===== src/rtl/jtvigil_obj_rom_slot_pkg.sv =====
// Shared jtvigil ROM-slot constants: SDRAM slot interface widths and object ROM data width.
// The scroll and character ROM slots use the same values.
package jtvigil_obj_rom_slot_pkg;

   localparam int SDRAM_AW = 22;
   localparam int SDRAM_DW = 16;
   localparam int ROM_DW   = 32;

endpackage


===== src/rtl/jtvigil_obj_rom_slot.sv =====
// Object ROM slot: serves 32-bit object engine reads from a one-line cache that is
// refilled by two-beat 16-bit SDRAM bursts.
module jtvigil_obj_rom_slot
   import jtvigil_obj_rom_slot_pkg::*;
#(
   parameter logic [SDRAM_AW-1:0] OFFSET = 22'h0,
   parameter int                  AW     = 18
) (
   input  logic                rst,
   input  logic                clk,
   input  logic                rom_cs,
   input  logic [AW-1:0]       rom_addr,
   output logic                rom_ok,
   output logic [ROM_DW-1:0]   rom_data,
   output logic                sdram_req,
   output logic [SDRAM_AW-1:0] sdram_addr,
   input  logic                sdram_ack,
   input  logic                data_dst,
   input  logic                data_rdy,
   input  logic [SDRAM_DW-1:0] data_read
);

   localparam logic [1:0] ST_IDLE  = 2'd0;
   localparam logic [1:0] ST_REQ   = 2'd1;
   localparam logic [1:0] ST_BEAT0 = 2'd2;
   localparam logic [1:0] ST_BEAT1 = 2'd3;

   typedef enum logic [1:0] {
      IDLE  = ST_IDLE,
      REQ   = ST_REQ,
      BEAT0 = ST_BEAT0,
      BEAT1 = ST_BEAT1
   } state_t;

   state_t              state_q, state_d;
   logic                valid_q, valid_d;
   logic [AW-2:0]       tag_q, tag_d;
   logic [ROM_DW-1:0]   rom_data_q, rom_data_d;
   logic                sdram_req_q, sdram_req_d;
   logic [SDRAM_AW-1:0] sdram_addr_q, sdram_addr_d;
   logic                hit;
   logic                unused_addr_lsb;

   // Word address bit 0 is always zero for 32-bit aligned reads.
   assign unused_addr_lsb = rom_addr[0];

   assign hit        = valid_q && (tag_q == rom_addr[AW-1:1]);
   assign rom_ok     = rom_cs && hit && (state_q == IDLE);
   assign rom_data   = rom_data_q;
   assign sdram_req  = sdram_req_q;
   assign sdram_addr = sdram_addr_q;

   always_comb begin
      state_d      = state_q;
      valid_d      = valid_q;
      tag_d        = tag_q;
      rom_data_d   = rom_data_q;
      sdram_req_d  = sdram_req_q;
      sdram_addr_d = sdram_addr_q;
      case (state_q)
         IDLE: begin
            if (rom_cs && !hit) begin
               tag_d        = rom_addr[AW-1:1];
               valid_d      = 1'b0;
               sdram_req_d  = 1'b1;
               sdram_addr_d = OFFSET + SDRAM_AW'({rom_addr[AW-1:1], 1'b0});
               state_d      = REQ;
            end
         end
         // A zero-latency arbiter may deliver the first beat together with the ack.
         REQ: begin
            if (sdram_ack) begin
               sdram_req_d = 1'b0;
               if (data_rdy) begin
                  state_d = IDLE;
               end else if (data_dst) begin
                  rom_data_d[SDRAM_DW-1:0] = data_read;
                  state_d                  = BEAT1;
               end else begin
                  state_d = BEAT0;
               end
            end
         end
         // A burst ending before its second beat is abandoned; the line stays invalid.
         BEAT0: begin
            if (data_rdy) begin
               state_d = IDLE;
            end else if (data_dst) begin
               rom_data_d[SDRAM_DW-1:0] = data_read;
               state_d                  = BEAT1;
            end
         end
         BEAT1: begin
            if (data_dst) begin
               rom_data_d[ROM_DW-1:SDRAM_DW] = data_read;
               valid_d                       = 1'b1;
               state_d                       = IDLE;
            end
         end
         default: state_d = IDLE;
      endcase
   end

   always_ff @(posedge clk or posedge rst) begin
      if (rst) begin
         state_q      <= IDLE;
         valid_q      <= 1'b0;
         tag_q        <= '0;
         rom_data_q   <= '0;
         sdram_req_q  <= 1'b0;
         sdram_addr_q <= '0;
      end else begin
         state_q      <= state_d;
         valid_q      <= valid_d;
         tag_q        <= tag_d;
         rom_data_q   <= rom_data_d;
         sdram_req_q  <= sdram_req_d;
         sdram_addr_q <= sdram_addr_d;
      end
   end

endmodule


===== config.mk =====
export PLATFORM = sky130hd
export DESIGN_NAME = jtvigil_obj_rom_slot
export DESIGN_NICKNAME = d
export VERILOG_FILES = /design/src/rtl/jtvigil_obj_rom_slot_pkg.sv /design/src/rtl/jtvigil_obj_rom_slot.sv
export SDC_FILE = /design/constraint.sdc
export NUM_CORES = 1
export LEC_CHECK = 0
export ABC_AREA = 1
export CORE_ASPECT_RATIO = 1.75
export CORE_MARGIN = 5
export CORE_UTILIZATION = 40
export DETAILED_ROUTE_END_ITERATION = 10
export GPL_TIMING_DRIVEN = 0
export PLACE_DENSITY = 0.77
export SYNTH_ARGS = -nofsm -noshare
export SYNTH_HDL_FRONTEND = slang
export SYNTH_SLANG_ARGS = --single-unit

===== constraint.sdc =====
create_clock -name clk -period 1.5 [get_ports clk]
set_input_delay 0.15 -clock clk [delete_from_list [all_inputs] [get_ports clk]]
set_output_delay 0.15 -clock clk [all_outputs]
set_load 0.01 [all_outputs]

==> results of run 1 <==
registers in the layout (all words and copies together), names as in the netlist:
register and cells:
sdram_addr 17, valid_q 1, sdram_req 1, rom_data 32, state_q 2
cells in the mapped netlist, drive strengths merged:
master	n
clkbuf	6
nand4	1
nand3	7
xnor2	4
a21oi	2
buf	8
o21ai	52
nor2	15
nand2	111
inv	48
conb	1
dfrtp	53
ha	4
nor3	1
layout make-up:
cell class                      count  area (sq um)  share of cell area
Sequential cell                    53          1330               0.327
Timing Repair Buffer              115          1160               0.285
Multi-Input combinational cell    202          1060               0.260
Inverter                           48           183              0.0451
Buffer                             14           138              0.0340
Tap cell                           80           100              0.0247
Clock buffer                        5          68.8              0.0170
Clock inverter                      3          26.3             0.00648
kinds of logic (layout without fill, tap and decap cells):
logic type | count (synthesis) | after routing | synth area share
simple gates | 135 | 135 | 0.215
buf+inv | 62 | 185 | 0.107
compound gates | 54 | 54 | 0.112
flops | 53 | 53 | 0.530
fa+ha+maj | 4 | 4 | 0.0200
xor+xnor | 4 | 4 | 0.0140
other cells | 1 | 5 | 0.00150
final timing paths:
kind | slack [ps] | to | startpoint | depth (start not counted)
min reg2reg | 490 | sdram_req | sdram_req | 2
min in group clk | 370 | rom_data[5] | data_read[5] | 3
min | 140 | sdram_addr[15] | rst | 2
max | -310 | sdram_addr[15] | sdram_addr[9] | 14
max in group asynchronous | 820 | rom_data[18] | rst | 3
max reg2reg | -310 | sdram_addr[15] | sdram_addr[9] | 14
layer usage:
| metal | vias to the layer above | wire length [microns] | track usage |
|---|---|---|---|
| met1 | 1137 | 2610 | 0.183 |
| met2 | 84 | 4000 | 0.341 |
| li1 | 1198 | - | - |
| met5 | - | 0 | 0 |
| met4 | 0 | 182 | 0.0754 |
| met3 | 15 | 433 | 0.0554 |
power by group:
part	switching, mW	internal, mW	total (mW)
clock network	0.524	0.341	0.866
registers	0.464	2.11	2.57
logic	1.97	2.35	4.32
repair_timing:
item / CTS / global route
hold buffers: 0 / 0
endpoints found under the setup margin: 49 / 39
setup buffers: 16 / 6
resized for setup: 38 / 52
pin swaps: 3 / 6
gates cloned: 1 / 3
worst register-to-register path: stages (launching register included):
cell and delay (ps):
dfrtp_1 400, inv_1 60, nand2_1 60, nand2_1 60
nor2_1 120, nand2_1 100, nor2_2 140, nand3_2 100
buf_6 140, nand2_4 80, nor2_4 50, buf_6 150
clkbuf_16 150, nand2_2 50, nand2_1 50
metrics by stage:
stage	area (sq um)	hold WS, ps	power [mW]
finish	4050	144	7.76
global route	4050	187	8.33
CTS	3840	152	7.30
detailed placement	3530	462	5.98
global placement	3510	459	5.88
floorplan	2520	267	4.16
==> impl_metrics.toml, run 1 <==
[sta]
worst_clock_skew_ps = 9.87
finalSetupViolCount = 22
maxClockFrequency_ghz = 0.553
final_max_slew_viol_count = 0
hold_viol_final = 0
fin_tns_setup_ps = -5450
finalCritPeriodShare = 1.20
grt_setup_unrepaired = "yes"
post_layout_min_period_ps = 1810
layout_setup_ws_ps = -307

[routing]
drt_first_pass_iters = 4
total_via_count_in_the_routed_design = 2434
wirelength_microns = 7220
vias_per_cell = 4.68
drt.antenna.violating_nets = 0
drt-initial-drc-count = 97
drc = 0
wl_per_cell_microns = 13.9

[placed_design]
placement.setup.worst_slack_ps = -674
post-dp-hpwl_microns = 5020
dp.cells = 487
gpl.final_weighted_congestion = 0.765
port_buffers = 89

[cts]
ctsLongestPathBuffers = 2
cts_root_buffer = "clkbuf_8"
clock_tree_from_tritoncts = "yes"
cts.htree.levels = 2
numCtsBuffers = 5
clkSlewWorstSetupHoldPaths_ps = 110
worst_skew_pair.late_latency_ps = 320
clock-sinks = 53

[setup_path]
critical_path_cell_list = "inv_1 -> nand2_1 -> nand2_1 -> nor2_1 -> nand2_1 -> nor2_2 -> nand3_2 -> buf_6 -> nand2_4 -> nor2_4 -> buf_6 -> clkbuf_16 -> nand2_2 -> nand2_1"
worst_ep_arrival_time_ps = 2030
path_buf_inv = 4
required_ps = 1720
cp-end-kind = "flop"
critical_path_class = "reg2reg"
timing.critical_path.fanout_max = 6
critical_path.max_stage_delay_ps = 400
critical_path.slowest_cell = "dfrtp_1"
critPathMostFrequentCell = "nand2_1"
path_delay_family = "simple AND/OR/NAND/NOR gates"
worst_setup_path_start_kind = "flop"

[floorplanning]
initial_core_util = 0.408
floorplan.core_area_sq_um = 6130
floorplan.io_pins = 96
die-height_microns = 115
die-width_microns = 69.8
fp.dieArea_sq_um = 8000
placement_rows = 38

[global_routing]
grt_util_all_layers = 0.182
globalRoute.totalOverflow = 0
antenna_found_initial = 0
wire_length_of_the_first_global_routing_pass_microns = 11600
grt_start_max_net_pins = 35
via_count_of_the_first_global_routing_pass = 2480

[power]
irDropWorstVdd_mv = 1.18
power.leakage_nw = 2.00
pwr_density_cell_nw_per_um2 = 1910

[final_layout]
layout.cells.most_common_list = "92 x nand2_1, 87 x clkdlybuf4s50_1, 53 x dfrtp_1"
drive_above_1_share = 0.216
final_common_cell = "nand2_1"
fin_util = 0.661
finish.cell_count_without_fillers = 520
final_net_count = 483
syn2layout_area_growth_pct = 61.9
filler_cell_count = 489
ant_cells = 0

[yosys]
avgSynthCellArea_sq_um = 8.00
netlist.top_cell.by_area = "dfrtp_1"
register_bit_total_from_synthesis = 53
synth.yosys.seq_area_share = 0.530
count_of_distinct_cell_types_in_the_synthesized_netlist = 22
synthTopCellsByArea = "dfrtp_1 53%, nand2_1 16%, o21ai_0 9.6%"
synth_warnings = 0
area_fraction_of_the_dominant_cell_type_after_synthesis = 0.530
mappedNetlistArea_sq_um = 2500
synthesis.instances = 313

[hold_path]
worst_hold_path_type = "in2async"

[run_status]
failed_checks = "setup timing"
outcome = "complete, but fails checks"

[job]
drv.max_cap_violation_count = 0
No activity file was read; power rests on OpenSTA's default activity.
==> run 2, diff against run 1 <==
- CORE_ASPECT_RATIO: 1.75 -> 1.2
==> impl_metrics.toml, run 2 (same netlist as run 1, synthesis figures left out) <==
[final_layout]
largest_register_ff_count = 32
filler_cell_count = 524
final_common_cell = "nand2_1"
drive_above_1_share = 0.186
layout.cells.most_common_list = "94 x nand2_1, 88 x clkdlybuf4s50_1, 53 x dfrtp_1"
final_net_count = 472
syn2layout_area_growth_pct = 57.1
ant_cells = 0

[global_routing]
grt_start_max_net_pins = 35
globalRoute.totalOverflow = 0
via_count_of_the_first_global_routing_pass = 2435
wire_length_of_the_first_global_routing_pass_microns = 10900
grt_util_all_layers = 0.171
antenna_found_initial = 0

[setup_path]
r2r_cells = 14
required_ps = 1690
cp-end-kind = "flop"
critical_path_class = "in2reg"
worst_ep_arrival_time_ps = 1950
critical_path.reg2reg.endpoint = "sdram_addr[1]"
timing.critical_path.fanout_max = 5
worst_setup_path_start_kind = "input port"
ff2ff_setup_slack_ps = -220
worst_r2r_startpoint = "sdram_addr[9]"

[cts]
numCtsBuffers = 5
postCtsHoldBufs = 0
worst_skew_pair.late_latency_ps = 300
ctsLongestPathBuffers = 2
clock_tree_from_tritoncts = "yes"
cts_root_buffer = "clkbuf_8"
cts.htree.levels = 2
clkSlewWorstSetupHoldPaths_ps = 90
clock-sinks = 53

[routing]
drt.antenna.violating_nets = 0
drt_first_pass_iters = 4
wl_per_cell_microns = 13.0
drc = 0
wirelength_microns = 6640
vias_per_cell = 4.58
drt-initial-drc-count = 90
total_via_count_in_the_routed_design = 2340

[power]
pwr_density_cell_nw_per_um2 = 1850
irDropWorstVdd_mv = 1.26
p_total_mw = 7.28
power.leakage_nw = 1.93

[sta]
layout_setup_ws_ps = -252
grt_setup_unrepaired = "yes"
maxClockFrequency_ghz = 0.571
fin_tns_setup_ps = -4600
finalSetupViolCount = 22
final_max_slew_viol_count = 0
post_layout_min_period_ps = 1750
worst_clock_skew_ps = 3.63
finalCritPeriodShare = 1.17
hold_viol_final = 0

[floorplanning]
initial_core_util = 0.414
die-height_microns = 96.7
floorplan.core_area_sq_um = 6050
fp.dieArea_sq_um = 7950
floorplan.io_pins = 96
die-width_microns = 82.2
placement_rows = 31

[placed_design]
post-dp-hpwl_microns = 4750
port_buffers = 89
gpl.final_weighted_congestion = 0.820

[run_status]
failed_checks = "setup timing"
outcome = "complete, but fails checks"

[hold_path]
worst_hold_path_type = "in2async"

[job]
drv.max_cap_violation_count = 0
-- run 2: changes by cell type in the layout (fill, tap and decap cells not counted), moves of 2 or more --
cell        change
clkbuf_8        +3
clkbuf_16       -2
nand3_2         -2
nand2_1         +2
o21ai_0        +15
nand3_1         +2
clkinvlp_4      +2
buf_4          -11
o21ai_1        -15
clkinv_4        -2
nand2_2         -3
buf_8           -3
-- run 2: critical path, stage by stage --
cell             delay (ps)
clkdlybuf4s50_1         550
inv_1                    60
nand2_1                  60
nand2_1                  50
nor2_1                  110
nand2_1                  90
nor2_2                  110
nand3_2                 120
buf_6                   150
nand2_8                  60
nor2_4                   50
buf_6                   140
clkbuf_16               150
nand2_2                  50
nand2_1                  50
-- run 2: how the worst max path moves through the flow --
| stage | startpoint | end | cells past startpoint |
|---|---|---|---|
| detailed placement | rom_addr[7] | rom_ok | 10 |
| floorplan | sdram_addr[2] | sdram_addr[15] | 13 |
| finish | rom_addr[9] | sdram_addr[1] | 15 |
| global route | sdram_addr[6] | sdram_addr[1] | 13 |
| global placement | rst | state_q[1] | 2 |
| CTS | sdram_addr[9] | sdram_addr[16] | 14 |
-- run 2: metrics by stage --
step | instance area [sq um] | setup WS, ps | util | instances | hold WS (ps)
detailed placement | 3530 | -570 | 0.584 | 489 | 466
floorplan | 2520 | 3.58 | - | 317 | 267
CTS | 3750 | -219 | 0.619 | 506 | 183
global placement | 3510 | -969 | 0.580 | 488 | 462
finish | 3930 | -252 | 0.650 | 511 | 173
global route | 3930 | -392 | 0.650 | 511 | 198
-- run 2: cell type report --
type                       count  area (sq um)  share of cell area
sequential                    53          1330               0.337
multi-input combinational    202          1050               0.268
timing repair buffer         104          1050               0.267
inverter                      48           183              0.0464
buffer                        14           131              0.0334
tap                           82           103              0.0261
clock buffer                   6          72.6              0.0184
clock inverter                 2          15.0             0.00382
-- run 2: routing by layer --
metal / GRT usage / vias up / share of wire
met3: 0.0725 / 6 / 0.11
met5: 0 / - / 0
met2: 0.280 / 85 / 0.48
met1: 0.208 / 1073 / 0.41
met4: 0.0358 / 0 / 0.0069
li1: - / 1176 / -
-- run 2: power by group --
group	internal [mW]	switching, mW
Combinational	2.07	1.86
Sequential	2.11	0.452
Clock	0.330	0.465
Total	4.51	2.77
-- run 2: what timing repair did --
item / CTS / global route
gates resized for setup: 28 / 42
endpoints found under the hold margin: 0 / 0
setup endpoints to repair: 47 / 48
cloned: 4 / 1
pin swaps: 4 / 11
setup buffers: 5 / 4
==> patch 1 (settings of run 2) <==
Change the package constant `SDRAM_AW` from 22 to 44.
--- a/src/rtl/jtvigil_obj_rom_slot_pkg.sv
+++ b/src/rtl/jtvigil_obj_rom_slot_pkg.sv
@@ -4,3 +4,3 @@
 
-   localparam int SDRAM_AW = 22;
+   localparam int SDRAM_AW = 44;
    localparam int SDRAM_DW = 16;
Ports: changed (resized sdram_addr); port bits go from 96 to 118. No check against the original RTL was run, so the function may have changed too.
==> patch 1 against run 2 <==
  * The flow still finishes with violations (setup timing)
  * Cell area grew 7.7%
  * Via count grew 6.3%
  * Sequential cell count is the same
  * Clock skew is essentially flat
  * Routed wire length grew 9.5%
  * Total power grew 5.6%
  * Utilization grew 0.69 points
  * Worst setup slack gained 49 ps
  * Register-to-register slack gained 60 ps
  * Area after synthesis grew 6.6%
  * Critical path depth shrank 7
  * Die area grew 5.8%
  * Critical endpoint is now rom_ok
==> patch 1: results (changes against run 2) <==
[status]
status=complete, but fails checks  ; unchanged
violations=setup timing  ; unchanged

[timing]
finalSetupViolations=22  ; unchanged
fin_worst_skew_ps=4.12  ; was 3.63 ps
fin_ws_ps=-204  ; was -252 ps

[global_routing]
grt_pass1_vias=2416  ; was 2435
grt_pass1_wl_um=11400  ; was 10900 um

[cts]
ctsResizeCount=56  ; was 28
postCtsSetupBuffers=9  ; was 5

[drt]
vias=2487  ; was 2340
wl_um=7270  ; was 6640 um

[finish]
nNetsFinal=518  ; was 472

[placement]
placed_cell_area_um2=3780  ; was 3530 um^2
hpwl_um=5100  ; was 4750 um
dp.cells=536  ; was 489

[setup_path]
rr_endpoint=sdram_addr[16]$_DFFE_PP0P_  ; was sdram_addr[1]$_DFFE_PP0P_
ff2ff_path_depth=12  ; was 14
crit_slowest_cell=dfrtp_1  ; was clkdlybuf4s50_1
startpoint=sdram_addr[6]$_DFFE_PP0P_  ; was rom_addr[9]

[pwr]
swShare=0.376  ; was 0.381
pwr-share-seq=0.336  ; was 0.351
ir_drop_mv=0.952  ; was 1.26 mV

[synth]
ys_seq_area_frac=0.497  ; was 0.530
ys_top_cells_by_count=nand2_1 (110), dfrtp_1 (53), o21ai_0 (48), inv_1 (47), buf_4 (27)  ; was nand2_1 (110), dfrtp_1 (53), o21ai_0 (48), inv_1 (47), nor2_1 (12)
synth_top_cells_by_area=dfrtp_1 (50%), nand2_1 (15%), o21ai_0 (9.0%)  ; was dfrtp_1 (53%), nand2_1 (16%), o21ai_0 (9.6%)

[patch 1: changes by cell type after synthesis]
cell,delta
buf_4,+22
[patch 1: worst max path at each step]
stage | slack (ps) | cells past startpoint | endpoint
2_1_floorplan | 4 | 13 | sdram_addr[15]$_DFFE_PP0P_
6_report | -200 | 8 | rom_ok
5_1_grt | -370 | 8 | rom_ok
3_5_place_dp | -620 | 10 | rom_ok
4_1_cts | -260 | 9 | rom_ok
3_3_place_gp | -960 | 2 | rom_data[1]$_DFFE_PP0P_
[patch 1: critical path, delay by kind of cell (launching register included)]
family / cells / cell delay (ps)
AND/OR/NAND/NOR: 7 / 700
flip-flops: 1 / 420
buffers and inverters: 1 / 140
[patch 1: layout make-up]
class | instances | area, um^2
Multi-Input combinational cell | 224 | 1150
Tap cell | 85 | 106
Inverter | 48 | 180
Buffer | 36 | 305
Timing Repair Buffer | 106 | 1060
Sequential cell | 53 | 1330
Clock buffer | 5 | 68.8
Clock inverter | 2 | 35.0
Fill cell | 565 | 2210
[patch 1: cell families after synthesis]
logic type	synth area share
AO/OA/AOI/OAI	0.105
XOR/XNOR	0.0131
adder cells (fa/ha/maj)	0.0188
buffers and inverters	0.162
flip-flops	0.497
other	0.00141
AND/OR/NAND/NOR	0.202
[patch 1: metrics by stage]
stage / hold WS, ps / setup TNS [ps] / setup slack [ps] / util
floorplan: 267 / 0 / 3.58 / -
global placement: 462 / -63390 / -959 / 0.584
detailed placement: 464 / -14630 / -619 / 0.587
CTS: 184 / -3190 / -264 / 0.640
global route: 208 / -5580 / -372 / 0.657
finish: 172 / -2440 / -204 / 0.657
[patch 1: routing by layer]
layer	GRT usage	wire length, um
met3	0.0663	714
met1	0.187	2770
met2	0.298	3690
met4	0.0414	99
met5	0	0
==> patch 2 (settings of run 2) <==
Without the edit above. `tag_q`, `rom_data_q` and `sdram_addr_q` no longer have a reset.
--- a/src/rtl/jtvigil_obj_rom_slot.sv
+++ b/src/rtl/jtvigil_obj_rom_slot.sv
@@ -107,6 +107,3 @@
          valid_q      <= 1'b0;
-         tag_q        <= '0;
-         rom_data_q   <= '0;
          sdram_req_q  <= 1'b0;
-         sdram_addr_q <= '0;
       end else begin
@@ -114,7 +111,10 @@
          valid_q      <= valid_d;
-         tag_q        <= tag_d;
-         rom_data_q   <= rom_data_d;
          sdram_req_q  <= sdram_req_d;
-         sdram_addr_q <= sdram_addr_d;
       end
+   end
+
+   always_ff @(posedge clk) begin
+      tag_q        <= tag_d;
+      rom_data_q   <= rom_data_d;
+      sdram_addr_q <= sdram_addr_d;
    end
Formal check against the unedited RTL: not equivalent (a bounded check fails within 4 cycles, from zero or initial values and one cycle with rst high).
==> patch 2 against run 2 <==
  * Cell area down 13%
  * Worst setup slack better by 67 ps
  * Die area fell by 12%
  * Sequential cell count is the same
  * Utilization increased by 0.27 points
  * Via count shrank 32%
  * Critical path type is now reg2reg
  * Fmax is 4.0% higher
  * First-iteration DRC count fell by 34%
  * Area after synthesis down 13%
  * Hold slack got worse by 150 ps
  * Highest routed layer unchanged
  * Routed wire length shrank 25%
  * Global-route usage down 3.9 points
  * The run still ends with setup timing left
Power is not compared: it rests on default switching activity, and its combinational part moved more than twofold at a synthesized area within 25%.
==> patch 2: results (changes against run 2) <==
[synth]
yosys.area.top_type=edfxtp_1  ; was dfrtp_1
synth_xor_area_frac=0.0162  ; was 0.0140
ys_seq_area_frac=0.725  ; was 0.530
synth.top_cell.area_share=0.679  ; was 0.530
synth_compound_area_frac=0.0185  ; was 0.112
ys_top_cells_by_count=edfxtp_1 (49), nand2_1 (49), inv_1 (30), nor2_1 (16), buf_4 (5)  ; was nand2_1 (110), dfrtp_1 (53), o21ai_0 (48), inv_1 (47), nor2_1 (12)
ys_async_sr_fraction=0.0755  ; was 1.00
synth_top_cells_by_area=edfxtp_1 (68%), nand2_1 (8.5%), inv_1 (5.2%)  ; was dfrtp_1 (53%), nand2_1 (16%), o21ai_0 (9.6%)
synth.avg_cell_area_um2=12.0  ; was 8.00 um^2

[setup_path]
cpLargestDelayFamily=simple AND/OR/NAND/NOR gates  ; was buffers and inverters
reg2reg_from=sdram_addr[7]$_DFFE_PP_  ; was sdram_addr[9]$_DFFE_PP0P_
start_kind=register  ; was input port
crit_arrival_ps=1720  ; was 1950 ps
crit_slowest_cell=edfxtp_1  ; was clkdlybuf4s50_1
cpPeakStageDelay_ps=430  ; was 550 ps

[cts]
clk_transition_reported_paths_ps=100
root_buffer=clkbuf_8  ; unchanged

[status]
status=complete, but fails checks  ; unchanged
violations=setup timing  ; unchanged

[placement]
dp.cells=336  ; was 489
placed_cell_area_um2=3170  ; was 3530 um^2
gp_congestion=0.838  ; was 0.820
hpwl_um=3700  ; was 4750 um

[finish]
nNetsFinal=334  ; was 472
fin_cells=353  ; was 511

[timing]
fin_worst_skew_ps=7.89  ; was 3.63 ps
finalSetupViolations=21  ; was 22
fin_ws_ps=-185  ; was -252 ps

[global_routing]
grt_max_degree=19  ; was 35
grt_usage=0.132  ; was 0.171

[drt]
wl_um=4960  ; was 6640 um
drt-initial-drc-count=59  ; was 90

patch 2: cell count changes in the layout (fill, tap and decap cells not counted), moves of 11 or more:
cell and change:
o21ai_0 -41, nand2_1 -45, dfrtp_1 -49, edfxtp_1 +49, nand2_2 -11, inv_1 -14
patch 2: area by class of cell:
type                    count  area [um^2]
repair buffers             98         1030
well taps                  62         77.6
fillers                   413         1830
plain buffers               5         37.5
clock buffers               5         68.8
inverters                  31          120
clock inverters             3         21.3
flip-flops and latches     53         1570
multi-input cells          96          510
patch 2: timing repair:
action	in CTS	in global routing
setup buffers	3	3
endpoints found under the setup margin	51	54
resized for setup	6	10
hold buffers	0	0
pin swaps	5	3
gates cloned	0	3
patch 2: routing by layer:
metal,share of wire,vias to the layer above,GRT usage
met2,0.57,50,0.250
met3,0.042,13,0.0259
li1,-,795,-
met4,0.027,0,0.0616
met1,0.36,723,0.135
met5,0,-,0
patch 2: stage by stage:
step	hold slack, ps	TNS [ps]	utilization	setup WS [ps]
after global routing	10.3	-6160	0.653	-319
after floorplan	-83.9	-1330	-	-78.0
after detailed placement	354	-14880	0.602	-518
after CTS	15.1	-2960	0.629	-196
after global placement	351	-14270	0.602	-502
final	24.8	-3250	0.653	-185
patch 2: worst reg2reg max path, cell delays in order (launching register included):
cell and delay [ps]:
edfxtp_1 430, nand2_1 80, inv_1 30, nor2_1 80, nor2_1 60, nand2_1 70, nor2_2 40, nand3_2 100
buf_4 130, nand2_4 50, nor2_4 170, clkbuf_16 180
patch 2: cells by family after synthesis:
group | count (synthesis)
AND/OR/NAND/NOR | 76
other | 1
flip-flops | 53
adder cells (fa/ha/maj) | 4
buffers and inverters | 36
XOR/XNOR | 4
AO/OA/AOI/OAI | 7
patch 2: power by group through the flow:
stage	Sequential, mW	Combinational [mW]	Clock, mW
finish	2.02	1.51	0.792
global route	2.05	1.64	0.891
CTS	2.02	1.27	0.828
detailed placement	2.06	1.19	0
global placement	2.05	1.17	0
floorplan	2.12	0.542	0
patch 2: worst paths after layout:
path | depth (start not counted) | end
min reg2reg | 2 | sdram_req$_DFFE_PP0P_
min in group clk | 1 | rom_data[24]$_DFFE_PP_
max | 11 | sdram_addr[8]$_DFFE_PP_
min | 2 | sdram_req$_DFFE_PP0P_
max reg2reg | 11 | sdram_addr[8]$_DFFE_PP_
max in group asynchronous | 2 | state_q[1]$_DFFE_PP0P_
